**src/rtl/video_timing_gen.sv**
```systemverilog
// Raster timing generator: pixel strobe, blanking, syncs, coordinates and an optional test pattern.
// Define VTG_PATTERN_EN to build the colour-bar generator; otherwise the colour outputs are tied to zero.
module video_timing_gen #(
    parameter int   H_ACTIVE    = 320,
    parameter int   H_FP        = 16,
    parameter int   H_SYNC      = 32,
    parameter int   H_BP        = 40,
    parameter int   V_ACTIVE    = 240,
    parameter int   V_FP        = 3,
    parameter int   V_SYNC      = 4,
    parameter int   V_BP        = 15,
    parameter int   CE_DIV      = 4,
    parameter logic HS_POL      = 1'b0,
    parameter logic VS_POL      = 1'b0,
    parameter int   VIDEO_DEPTH = 8
) (
    input  logic                   clk,
    input  logic                   reset_n,
    input  logic                   enable,
    output logic                   pix_ce,
    output logic                   hblank,
    output logic                   vblank,
    output logic                   hs,
    output logic                   vs,
    output logic [11:0]            hcount,
    output logic [11:0]            vcount,
    output logic                   frame_start,
    output logic [VIDEO_DEPTH-1:0] red,
    output logic [VIDEO_DEPTH-1:0] green,
    output logic [VIDEO_DEPTH-1:0] blue
);

    localparam int H_TOTAL = H_ACTIVE + H_FP + H_SYNC + H_BP;
    localparam int V_TOTAL = V_ACTIVE + V_FP + V_SYNC + V_BP;
    localparam int DIV_W   = (CE_DIV > 1) ? $clog2(CE_DIV) : 1;

    if (H_TOTAL > 4096) begin : g_h_total_check
        $error("video_timing_gen: H_TOTAL exceeds 4096");
    end
    if (V_TOTAL > 4096) begin : g_v_total_check
        $error("video_timing_gen: V_TOTAL exceeds 4096");
    end
    if (CE_DIV < 1) begin : g_ce_div_check
        $error("video_timing_gen: CE_DIV must be at least 1");
    end

    logic [DIV_W-1:0] div;
    logic             strobe;
    logic [11:0]      h_nxt;
    logic [11:0]      v_nxt;

    assign strobe = enable && (div == DIV_W'(CE_DIV - 1));

    always_comb begin
        h_nxt = hcount + 12'd1;
        v_nxt = vcount;
        if (hcount == 12'(H_TOTAL - 1)) begin
            h_nxt = 12'd0;
            v_nxt = (vcount == 12'(V_TOTAL - 1)) ? 12'd0 : vcount + 12'd1;
        end
    end

    // Flags are computed from the position being entered so they land on the same edge as pix_ce.
    always_ff @(posedge clk or negedge reset_n) begin
        if (!reset_n) begin
            div         <= '0;
            pix_ce      <= 1'b0;
            hcount      <= 12'd0;
            vcount      <= 12'd0;
            hblank      <= 1'b0;
            vblank      <= 1'b0;
            hs          <= ~HS_POL;
            vs          <= ~VS_POL;
            frame_start <= 1'b0;
        end else begin
            pix_ce      <= 1'b0;
            frame_start <= 1'b0;
            if (strobe) begin
                div         <= '0;
                pix_ce      <= 1'b1;
                hcount      <= h_nxt;
                vcount      <= v_nxt;
                hblank      <= (h_nxt >= 12'(H_ACTIVE));
                vblank      <= (v_nxt >= 12'(V_ACTIVE));
                hs          <= ((h_nxt >= 12'(H_ACTIVE + H_FP)) &&
                                (h_nxt <  12'(H_ACTIVE + H_FP + H_SYNC))) ? HS_POL : ~HS_POL;
                vs          <= ((v_nxt >= 12'(V_ACTIVE + V_FP)) &&
                                (v_nxt <  12'(V_ACTIVE + V_FP + V_SYNC))) ? VS_POL : ~VS_POL;
                frame_start <= (h_nxt == 12'd0) && (v_nxt == 12'd0);
            end else if (enable) begin
                div <= div + DIV_W'(1);
            end
        end
    end

`ifdef VTG_PATTERN_EN
    localparam int BAR_W = (H_ACTIVE >= 8) ? H_ACTIVE / 8 : 1;

    logic [2:0]  bar;
    logic [2:0]  bar_nxt;
    logic [11:0] bar_cnt;
    logic [11:0] bar_cnt_nxt;
    logic        active_nxt;

    // Bar index walks by counting pixels; the last bar absorbs any remainder.
    always_comb begin
        bar_nxt     = bar;
        bar_cnt_nxt = bar_cnt + 12'd1;
        if (h_nxt == 12'd0) begin
            bar_nxt     = 3'd0;
            bar_cnt_nxt = 12'd0;
        end else if ((bar_cnt == 12'(BAR_W - 1)) && (bar != 3'd7)) begin
            bar_nxt     = bar + 3'd1;
            bar_cnt_nxt = 12'd0;
        end
    end

    assign active_nxt = (h_nxt < 12'(H_ACTIVE)) && (v_nxt < 12'(V_ACTIVE));

    always_ff @(posedge clk or negedge reset_n) begin
        if (!reset_n) begin
            bar     <= 3'd0;
            bar_cnt <= 12'd0;
            red     <= '0;
            green   <= '0;
            blue    <= '0;
        end else if (strobe) begin
            bar     <= bar_nxt;
            bar_cnt <= bar_cnt_nxt;
            red     <= active_nxt ? {VIDEO_DEPTH{~bar_nxt[1]}} : '0;
            green   <= active_nxt ? {VIDEO_DEPTH{~bar_nxt[2]}} : '0;
            blue    <= active_nxt ? {VIDEO_DEPTH{~bar_nxt[0]}} : '0;
        end
    end
`else
    assign red   = '0;
    assign green = '0;
    assign blue  = '0;
`endif

endmodule

```
**config.mk**
```make
export PLATFORM = sky130hd
export DESIGN_NAME = video_timing_gen
export DESIGN_NICKNAME = d
export VERILOG_FILES = /design/src/rtl/video_timing_gen.sv
export SDC_FILE = /design/constraint.sdc
export NUM_CORES = 1
export LEC_CHECK = 0
export ABC_AREA = 1
export ABC_CLOCK_PERIOD_IN_PS = 1600
export BUFFER_PORTS_ARGS = -buffer_cell sky130_fd_sc_hd__buf_4
export CAP_MARGIN = 10
export CORE_ASPECT_RATIO = 1.25
export CORE_MARGIN = 5
export CORE_UTILIZATION = 45
export DETAILED_ROUTE_END_ITERATION = 16
export MAX_ROUTING_LAYER = met4
export PLACE_DENSITY = 0.71
export SYNTH_ARGS = -nofsm -noshare
export SYNTH_HDL_FRONTEND = slang
export SYNTH_SLANG_ARGS = --single-unit
```
**constraint.sdc**
```tcl
create_clock -name clk -period 1.6 [get_ports clk]
set_input_delay 0.08 -clock clk [delete_from_list [all_inputs] [get_ports clk]]
set_output_delay 0.08 -clock clk [all_outputs]
set_load 0.02 [all_outputs]
```
==> flow_metrics.tcl <==
set metrics [dict create \
    status "finished with violations" \
    violations "setup timing" \
    row_count 29 \
    fp.dieH_um 91.8 \
    cts_sinks 32 \
    n_antenna_cell 0 \
    synth_xor_area_frac 0.0109 \
    wl_per_cell_um 14.0 \
    reg2reg_to "vs$_DFFE_PN1P_" \
    synthMuxAreaShare 0.00468 \
    synth-simple-area-share 0.391 \
    grt_pass1_vias 2559 \
    cts_made_buffers 5 \
    yosys.area_share.adder 0.0208 \
    final_core_util 0.673 \
    hold_viol_final 0 \
    end_kind "register" \
    viasPerCell 5.13 \
    clockBufferDepth 2 \
    postSynthAreaPerCell_um2 6.65 \
    grt_pass1_wl_um 11500 \
    tns_ns -0.775 \
    synth_top_family_by_area "simple AND/OR/NAND/NOR gates" \
    port_buffers 32 \
    ys_ff_latch 32 \
    die_w_um 75.4 \
    synth_top_cell_area_share 0.312 \
    dp_hpwl_um 5120 \
    start_util 0.467 \
    final_cells 523 \
    hold_path_depth 2 \
    hp-class "in2reg" \
    vias 2683 \
    drv_cap 0 \
    reg2reg_slack_ns -0.15 \
    finalSetupViolations 6 \
    syn_area_mm2 0.00241 \
    tritoncts "built" \
    htree_levels 2 \
    worstSetupPathType "reg2reg" \
    final.min_clock_period_ns 1.75 \
    finClkSkew_ns 0.0136 \
    mostFrequentLayoutCells "buf_4, nand2_1, nor2_1, inv_1, nand3_1" \
    grt.total_usage 0.219 \
    critical_path.cell_chain "inv_2, nand2_1, nor2_2, nand2_2, nor2_4, inv_4, nand2_2, nand4_1, nor2_2, nand3_1, nand2_1, inv_1" \
    yosysSeqAreaShare 0.334 \
    drive_gt1_frac 0.410 \
    leakagePower_uw 0.00170 \
    ir_drop_mv 0.738 \
    ios 57 \
    worstSkewPairLatency_ns 0.30 \
    r2r_start "hcount[5]$_DFFE_PN0P_" \
    antenna_found_initial 0 \
    netlist_instances 362 \
    drt-initial-drc-count 205 \
    pre_cts_ws_ns -0.242 \
    holdCritStartpoint "enable" \
    gp_congestion 0.904 \
    critPathMaxStageDelay_ns 0.43 \
    coreArea_mm2 0.00515 \
    root_buffer "clkbuf_8" \
    holdPathEnd "div[0]$_DFFE_PN0P_" \
    drt-total-wl_um 7300 \
    final-max-slew-violation-count 0 \
    syn_to_final_growth_pct 44.0 \
    synth-compound-area-share 0.0722 \
    final_common_cell "buf_4" \
    total_power_uw 3360 \
    fin_crit_sh 1.09 \
    nets 467 \
    die-area_mm2 0.00692 \
    rsz0062_at_grt "yes" \
    ys_top_cells_by_area "dfrtp_1, nand2_1, buf_4" \
    yosysTopAreaCell "dfrtp_1" \
    drc_errors 0 \
    synth.distinct_cells 32 \
    grt_overflow_total 0 \
    yosysWarnings 0 \
    place_inst 504 \
    setup_slack_ns -0.147 \
    power.density_mw_per_mm2 970 \
    grt_max_degree 39 \
    firstDrtPassIters 7 \
    slowest_stage "dfrtp_1" \
    ant_nets 0 \
    ff2ff_path_depth 12 \
    timing.fmax_mhz 572 \
    top_regs "hcount x12, vcount x12, div x2" \
    nFillCells 460 \
    startpoint_type "register" \
    cp_max_fo 5 \
    required_ns 1.84 \
    path_clk_slew_ns 0.08 \
    crit_arrival_ns 1.99 \
]
==> routing by layer <==
layer	global-route usage	up-vias	share of wire
li1	-	1311	-
met1	0.247	1255	0.38
met2	0.378	98	0.54
met3	0.0405	19	0.058
met4	0.0729	0	0.027
met5	-	-	0
==> how the worst max path moves through the flow <==
stage	start	end	slack [ns]
global placement	hcount[0]$_DFFE_PN0P_	vs$_DFFE_PN1P_	-0.18
finish	hcount[5]$_DFFE_PN0P_	vs$_DFFE_PN1P_	-0.15
CTS	hcount[1]$_DFFE_PN0P_	vs$_DFFE_PN1P_	-0.12
floorplan	hcount[0]$_DFFE_PN0P_	hblank$_DFFE_PN0P_	-0.05
global route	hcount[6]$_DFFE_PN0P_	vs$_DFFE_PN1P_	-0.27
detailed placement	hcount[1]$_DFFE_PN0P_	vs$_DFFE_PN1P_	-0.24
==> area by class of cell <==
type / count / area [um^2] / share of cell area
Tap cell: 62 / 77.6 / 0.0224
Timing Repair Buffer: 100 / 785 / 0.226
Inverter: 43 / 168 / 0.0484
Sequential cell: 32 / 813 / 0.235
Multi-Input combinational cell: 278 / 1520 / 0.437
Clock inverter: 2 / 35.0 / 0.0101
Clock buffer: 6 / 72.6 / 0.0209
==> kinds of logic after synthesis <==
kind of cell             Yosys count
AND/OR/NAND/NOR                  211
buffers and inverters             77
AO/OA/AOI/OAI                     33
flip-flops                        32
adder cells (fa/ha/maj)            4
XOR/XNOR                           3
other                              1
multiplexers                       1
==> timing repair <==
action / 4_1_cts / 5_1_grt
cloned: 2 / 0
endpoints found under the hold margin: 30 / 0
buffers inserted: 3 / 6
pin swaps: 10 / 18
resized for setup: 18 / 54
hold buffers: 1 / 0
setup endpoints to repair: 10 / 16
==> report_power, final <==
| group | leakage (uW) | switching (uW) | internal [uW] |
|---|---|---|---|
| clock | 0.0000552 | 339 | 463 |
| sequential | 0.000390 | 142 | 958 |
| combinational | 0.00125 | 809 | 652 |
==> through the flow <==
| stage | instance area [um^2] | hold WS (ns) |
|---|---|---|
| after floorplan | 2520 | -0.216 |
| after global placement | 3060 | 0.0470 |
| after detailed placement | 3060 | 0.0508 |
| after CTS | 3260 | 0.0450 |
| after global routing | 3470 | 0.0408 |
| final | 3470 | 0.0288 |
==> critical path: cells and delay by family, from the launching register on <==
family / cells / cell delay [ns]
buf+inv: 3 / 0.21
flops: 1 / 0.43
simple gates: 9 / 1.07
==> cell usage after synthesis <==
master,number
a21oi_1,2
a31oi_1,5
buf_1,1
buf_2,2
buf_4,26
buf_6,1
clkbuf_1,4
clkinv_1,5
conb_1,1
dfrtp_1,30
dfstp_2,2
ha_1,4
inv_1,31
inv_2,7
mux2_2,1
nand2_1,102
nand2_2,8
nand3_1,33
nand3_2,1
nand3b_1,2
nand4_1,14
nor2_1,42
nor2_2,3
nor2_4,3
nor3_1,1
nor3_2,1
o21ai_0,22
o21ai_1,3
o21bai_1,1
or2_2,1
xnor2_1,1
xor2_1,2
(Power assumes the default switching activity.)
